`src/rtl/memory_write_dword.sv`:
```
// Splits one physical write request (1..4 bytes, within a 16-byte line)
// into one or two aligned 32-bit Avalon-MM write beats with byte enables.
module memory_write_dword (
  input  logic        clk,
  input  logic        rst_n,
  input  logic        wr_reset,
  input  logic        req_do,
  output logic        req_done,
  input  logic [31:0] req_address,
  input  logic [2:0]  req_length,
  input  logic [31:0] req_data,
  output logic [29:0] avm_address,
  output logic        avm_write,
  output logic [31:0] avm_writedata,
  output logic [3:0]  avm_byteenable,
  input  logic        avm_waitrequest
);

  localparam int unsigned ADDR_W = 30;
  localparam int unsigned DATA_W = 32;
  localparam int unsigned BE_W   = 4;
  localparam int unsigned LEN_W  = 3;

  typedef enum logic [1:0] {IDLE, FIRST, SECOND, DONE} state_t;

  state_t state_q, state_d;

  // Captured beats; beat 2 only meaningful when split_q is set
  logic [ADDR_W-1:0] b1_addr_q, b2_addr_q;
  logic [BE_W-1:0]   b1_be_q, b2_be_q;
  logic [DATA_W-1:0] b1_data_q, b2_data_q;
  logic              split_q;
  logic              reset_waiting_q, reset_waiting_d;

  logic              capture;
  logic [1:0]        off;
  logic [LEN_W-1:0]  room, len1, len2;
  logic [BE_W-1:0]   calc_be1, calc_be2;
  logic [DATA_W-1:0] calc_data1, calc_data2;

  logic              avm_write_d, req_done_d;
  logic [ADDR_W-1:0] avm_address_d;
  logic [BE_W-1:0]   avm_byteenable_d;
  logic [DATA_W-1:0] avm_writedata_d;

  function automatic logic [BE_W-1:0] len_mask(input logic [LEN_W-1:0] n);
    case (n)
      3'd0:    len_mask = 4'b0000;
      3'd1:    len_mask = 4'b0001;
      3'd2:    len_mask = 4'b0011;
      3'd3:    len_mask = 4'b0111;
      default: len_mask = 4'b1111;
    endcase
  endfunction

  // Split the request at the dword boundary into two beat descriptors
  always_comb begin
    off        = req_address[1:0];
    room       = LEN_W'(3'd4 - {1'b0, off});
    len1       = (req_length > room) ? room : req_length;
    len2       = LEN_W'(req_length - len1);
    calc_be1   = BE_W'({4'b0000, len_mask(len1)} << off);
    calc_be2   = len_mask(len2);
    calc_data1 = DATA_W'(req_data << {off, 3'b000});
    calc_data2 = DATA_W'(req_data >> {len1, 3'b000});
  end

  // State register
  always_ff @(posedge clk) begin
    if (!rst_n) state_q <= IDLE;
    else        state_q <= state_d;
  end

  // Next state, flush tracking and next values of the registered outputs
  always_comb begin
    state_d          = state_q;
    capture          = 1'b0;
    reset_waiting_d  = reset_waiting_q;
    avm_write_d      = 1'b0;
    avm_address_d    = '0;
    avm_byteenable_d = '0;
    avm_writedata_d  = '0;
    req_done_d       = 1'b0;

    case (state_q)
      IDLE: begin
        reset_waiting_d = 1'b0;
        if (req_do && !wr_reset) begin
          capture = 1'b1;
          state_d = (req_length != '0) ? FIRST : DONE;
        end
      end
      FIRST:   if (!avm_waitrequest) state_d = split_q ? SECOND : DONE;
      SECOND:  if (!avm_waitrequest) state_d = DONE;
      default: state_d = IDLE;
    endcase

    if (state_q != IDLE && wr_reset) reset_waiting_d = 1'b1;

    case (state_d)
      FIRST: begin
        avm_write_d      = 1'b1;
        avm_address_d    = capture ? req_address[31:2] : b1_addr_q;
        avm_byteenable_d = capture ? calc_be1 : b1_be_q;
        avm_writedata_d  = capture ? calc_data1 : b1_data_q;
      end
      SECOND: begin
        avm_write_d      = 1'b1;
        avm_address_d    = b2_addr_q;
        avm_byteenable_d = b2_be_q;
        avm_writedata_d  = b2_data_q;
      end
      DONE:    req_done_d = !reset_waiting_d;
      default: ;
    endcase
  end

  // Beat capture, flush flag and registered bus/completion outputs
  always_ff @(posedge clk) begin
    if (!rst_n) begin
      b1_addr_q       <= '0;
      b1_be_q         <= '0;
      b1_data_q       <= '0;
      b2_addr_q       <= '0;
      b2_be_q         <= '0;
      b2_data_q       <= '0;
      split_q         <= 1'b0;
      reset_waiting_q <= 1'b0;
      avm_write       <= 1'b0;
      avm_address     <= '0;
      avm_byteenable  <= '0;
      avm_writedata   <= '0;
      req_done        <= 1'b0;
    end else begin
      if (capture) begin
        b1_addr_q <= req_address[31:2];
        b1_be_q   <= calc_be1;
        b1_data_q <= calc_data1;
        b2_addr_q <= ADDR_W'(req_address[31:2] + 30'd1);
        b2_be_q   <= calc_be2;
        b2_data_q <= calc_data2;
        split_q   <= (len2 != '0);
      end
      reset_waiting_q <= reset_waiting_d;
      avm_write       <= avm_write_d;
      avm_address     <= avm_address_d;
      avm_byteenable  <= avm_byteenable_d;
      avm_writedata   <= avm_writedata_d;
      req_done        <= req_done_d;
    end
  end

endmodule

```
`config.mk`:
```
export PLATFORM = sky130hd
export DESIGN_NAME = memory_write_dword
export DESIGN_NICKNAME = d
export VERILOG_FILES = /design/src/rtl/memory_write_dword.sv
export SDC_FILE = /design/constraint.sdc
export NUM_CORES = 1
export LEC_CHECK = 0
export CAP_MARGIN = 20
export CORE_AREA = 2 2 142 144
export DETAILED_ROUTE_END_ITERATION = 8
export DIE_AREA = 0 0 144 146
export GPL_TIMING_DRIVEN = 0
export PLACE_DENSITY = 0.69
export SLEW_MARGIN = 20
export SYNTH_ARGS = -nofsm -noshare
export SYNTH_HDL_FRONTEND = slang
export SYNTH_SLANG_ARGS = --single-unit
```
`constraint.sdc`:
```
create_clock -name clk -period 4.9 [get_ports clk]
set_input_delay 0.735 -clock clk [delete_from_list [all_inputs] [get_ports clk]]
set_output_delay 0.735 -clock clk [all_outputs]
set_load 0.02 [all_outputs]
```
==> flow_summary_export.csv <==
group,metric,value,unit
power_and_ir_drop,internal-power,3.03,mW
power_and_ir_drop,static-leakage-power,4.19,nW
global_routing,grt-ovfl-total,0,
routing,drc,0,
power_and_ir_drop,cellPowerDensity,376,nW/µm²
yosys,synth_area,8850,µm²
yosys,netlist-cell-type-count,64,
setup_path,timing.critical_path.from_type,"input pin",
setup_path,critical_path_class,"in -> reg",
setup_path,r2r_end,"avm_writedata[15]$_SDFF_PN0_",
setup_path,cp_data_required_time,5290,ps
timing,finalHoldViolCount,0,
global_routing,antenna_found_initial,0,
layout,share_of_post_route_cells_with_drive_strength_above_1,0.0647,
yosys,synth.largest_area_cell,"sky130_fd_sc_hd__dfxtp_1",
clock_network,clock-root-buffer,"sky130_fd_sc_hd__clkbuf_16",
setup_path,cp_slowest_stage_delay,470,ps
yosys,synth_edf_count,0,
timing,setup_viol,0,
setup_path,crit_slowest_cell,"sky130_fd_sc_hd__o41ai_1",
clock_network,clkTransAtPathRegs,60,ps
timing,period_share,0.909,
power_and_ir_drop,swShare,0.288,
job,drv.max_cap_violation_count,0,
timing,achievable-frequency,224,MHz
power_and_ir_drop,finalPower,4.25,mW
yosys,synth.yosys.seq_area_share,0.462,
global_routing,grt_start_max_net_pins,15,
setup_path,rr_worst_depth,11,
yosys,synth_ff_type,"sky130_fd_sc_hd__dfxtp_1",
yosys,yosysWarningCount,0,
yosys,share_of_the_synthesized_area_in_the_top_cell_type,0.462,
clock_network,tritoncts,"built",
yosys,syn-num-nets,1126,
setup_path,critical_path.cell_chain,"clkdlybuf4s50_1 -> buf_2 -> inv_1 -> ha_1 -> inv_1 -> ha_1 -> nand3b_2 -> a21oi_4 -> mux2i_4 -> inv_4 -> buf_6 -> ha_1 -> inv_1 -> fa_1 -> o41ai_1 -> nor2_1",
global_routing,wire_length_of_the_first_global_routing_pass,44300,µm
placement,numPortBuffers,137,
timing,clock-skew-final,11.0,ps
yosys,postSynthRegisterBits,204,
worst_hold_path,worst_hold_path_endpoint,"b2_addr_q[29]$_SDFFE_PN0P_",
worst_hold_path,timing.hold.worst.class,"reg -> reg",
routing,drtAntennaViolNets,0,
timing,timing.max_slew.rel_slack,0.445,
routing,totalWireLength,28500,µm
power_and_ir_drop,p_switching,1.23,mW
global_routing,groute.layer.met2.usage,0.435,
yosys,synthArstFlopShare,0,
timing,worst_slew_pin_slew,833,ps
routing,vias_per_cell,5.63,
worst_hold_path,min_delay_path_depth,2,
setup_path,arrival_time_of_the_worst_setup_path,4850,ps
die,die_w,144,µm
yosys,synth.avg_cell_area,8.47,µm²
global_routing,gr-usage-met3,0.0372,
setup_path,worst-path-max-fanout,11,
timing,finalSetupTns,0,ps
die,core,19300,µm²
layout,insertedDiodeCount,0,
power_and_ir_drop,clockPowerShare,0.406,
timing,layout_min_cycle_time,4460,ps
clock_network,cts_repair_resize_count,0,
clock_network,cts-htree-levels,1,
setup_path,worstSetupEndpointType,"flop",
placement,dp_worst_setup_slack,-475,ps
die,ioPinCount,140,
timing,fin_worst_hold_slack,450,ps
routing,detail_route.first_pass.iterations,5,
routing,detailedRoute.firstIterationViolations,851,
global_routing,grt_pass1_vias,7965,
setup_path,setup.reg_to_reg.worst_slack,950,ps
layout,final_common_cell,"sky130_fd_sc_hd__dfxtp_1",
die,dieArea,21000,µm²
timing,final_max_slew_viol_count,0,
global_routing,gr-usage-all-layers,0.269,
clock_network,clock_latency,520,ps
die,die_y,146,µm
yosys,netlist_instances,1044,
placement,routabilityCongestion,0.934,
layout,num-nets-final,1288,
yosys,post_synth_main_area_contributors,"sky130_fd_sc_hd__dfxtp_1 (46%), sky130_fd_sc_hd__a21oi_1 (7.4%), sky130_fd_sc_hd__nand2_1 (6.7%), sky130_fd_sc_hd__nor2_1 (4.6%), sky130_fd_sc_hd__mux2i_1 (4.5%)",
global_routing,grtUsageMet1,0.373,
run_status,status,"completed",
power_and_ir_drop,power.share.sequential,0.417,
layout,fin_area,11300,µm²
routing,routedWlPerCell,19.2,µm
clock_network,cts_made_buffers,22,
layout,most-common-layout-cells,"sky130_fd_sc_hd__dfxtp_1 (204), sky130_fd_sc_hd__nand2_1 (157), sky130_fd_sc_hd__clkdlybuf4s50_1 (137)",
placement,place_hpwl,20400,µm
placement,placed_cell_area,10600,µm²
layout,layout-area-overhead-vs-synth,27.9,%
worst_hold_path,hold_wc_startpoint,"b2_addr_q[29]$_SDFFE_PN0P_",
power_and_ir_drop,combPwrFrac,0.177,
power_and_ir_drop,max_ir_drop_vdd,0.243,mV
timing,setup_repair_after_global_routing_missed_its_margin,"no",
die,initial_core_util,0.458,
die,rows,51,
clock_network,cts-root-to-sink-buffers,3,
clock_network,numClockSinks,204,
timing,setup_ws,445,ps
setup_path,worstReg2RegStart,"state_q[0]$_SDFF_PN0_",
routing,routed-via-count,8369,
global_routing,grt-busiest-layer,"met2",
==> power by group through the flow <==
stage | Combinational (mW) | Sequential, mW | Clock, mW
after detailed placement | 0.732 | 1.81 | 0
after global placement | 0.727 | 1.81 | 0
after CTS | 0.737 | 1.77 | 1.73
final | 0.753 | 1.77 | 1.73
after floorplan | 0.428 | 1.82 | 0
after global routing | 0.809 | 1.78 | 1.80
==> metal layers <==
| layer | part of all wire | wire length, µm |
|---|---|---|
| met5 | 0 | 0 |
| met4 | 0.029 | 813 |
| met3 | 0.071 | 2020 |
| met2 | 0.47 | 13300 |
| met1 | 0.43 | 12300 |
==> logic make-up after synthesis <==
kind of cell | share of synthesized area
compound gates | 0.196
xor+xnor | 0.0297
fa+ha+maj | 0.0150
buf+inv | 0.0450
flops | 0.462
mux | 0.0601
simple gates | 0.193
==> worst max-delay path: cells and delay by family <==
kind                     cells  cell delay (ps)
multiplexers                 1              340
AND/OR/NAND/NOR              2              270
adder cells (fa/ha/maj)      4             1400
buffers and inverters        7             1340
AO/OA/AOI/OAI                2              750
==> final cells by class <==
cell class,count,area (µm²)
plain buffers,72,313
clock buffers,31,644
clock inverters,8,110
fillers,1771,8020
inverters,19,81.3
multi-input cells,748,4370
flip-flops and latches,204,4080
well taps,265,332
repair buffers,139,1390
==> registers in the layout, indices dropped and copies added, names as in the netlist <==
register / flops
avm_writedata: 32
split_q: 1
b2_data_q: 32
b2_addr_q: 30
avm_write: 1
avm_byteenable: 4
b1_be_q: 4
state_q: 2
reset_waiting_q: 1
avm_address: 30
b1_addr_q: 30
req_done: 1
b2_be_q: 4
b1_data_q: 32
==> how the worst max path moves through the flow <==
stage | start | depth (start not counted) | endpoint | slack [ps]
floorplan | req_address[0] | 16 | b2_be_q[0]$_SDFFE_PN0P_ | 650
global placement | req_address[0] | 17 | split_q$_SDFFE_PN0P_ | -460
detailed placement | req_address[0] | 17 | b2_be_q[0]$_SDFFE_PN0P_ | -470
CTS | req_address[0] | 17 | split_q$_SDFFE_PN0P_ | 30
global route | req_address[0] | 16 | b2_be_q[0]$_SDFFE_PN0P_ | 140
finish | req_address[0] | 16 | split_q$_SDFFE_PN0P_ | 440
==> cells in the mapped netlist, types with 2 or more instances <==
master / n
sky130_fd_sc_hd__a22oi_1: 46
sky130_fd_sc_hd__nor3_1: 15
sky130_fd_sc_hd__o31ai_1: 2
sky130_fd_sc_hd__o21ai_0: 39
sky130_fd_sc_hd__mux2_2: 7
sky130_fd_sc_hd__a2bb2oi_1: 8
sky130_fd_sc_hd__or2_0: 8
sky130_fd_sc_hd__nor3_4: 2
sky130_fd_sc_hd__a32oi_1: 8
sky130_fd_sc_hd__buf_1: 7
sky130_fd_sc_hd__clkbuf_1: 54
sky130_fd_sc_hd__inv_1: 15
sky130_fd_sc_hd__and2_1: 25
sky130_fd_sc_hd__inv_2: 2
sky130_fd_sc_hd__a22o_1: 8
sky130_fd_sc_hd__ha_1: 9
sky130_fd_sc_hd__dfxtp_1: 204
sky130_fd_sc_hd__o21ai_1: 12
sky130_fd_sc_hd__and3b_1: 2
sky130_fd_sc_hd__a21o_2: 2
sky130_fd_sc_hd__and3_1: 5
sky130_fd_sc_hd__or3_1: 2
sky130_fd_sc_hd__mux2i_1: 40
sky130_fd_sc_hd__nor2_1: 109
sky130_fd_sc_hd__a311oi_1: 4
sky130_fd_sc_hd__nand3_1: 30
sky130_fd_sc_hd__nand4_1: 6
sky130_fd_sc_hd__nand2_1: 157
sky130_fd_sc_hd__a21oi_1: 131
sky130_fd_sc_hd__a211oi_1: 8
sky130_fd_sc_hd__o22ai_1: 2
sky130_fd_sc_hd__a31oi_1: 2
sky130_fd_sc_hd__o41ai_1: 2
sky130_fd_sc_hd__xor2_1: 19
sky130_fd_sc_hd__mux2_4: 2
sky130_fd_sc_hd__buf_2: 9
sky130_fd_sc_hd__buf_6: 2
sky130_fd_sc_hd__and4_1: 3
sky130_fd_sc_hd__xnor2_1: 11
==> what timing repair did <==
action,4_1_cts,5_1_grt
hold buffers,0,0
buffers inserted,0,2
setup endpoints to repair,0,3
==> stage by stage <==
| step | cells | utilization |
|---|---|---|
| after floorplan | 1044 | - |
| after global placement | 1446 | 0.546 |
| after detailed placement | 1446 | 0.546 |
| after CTS | 1485 | 0.585 |
| after global routing | 1486 | 0.585 |
| final | 1486 | 0.585 |
(Power assumes the default switching activity.)
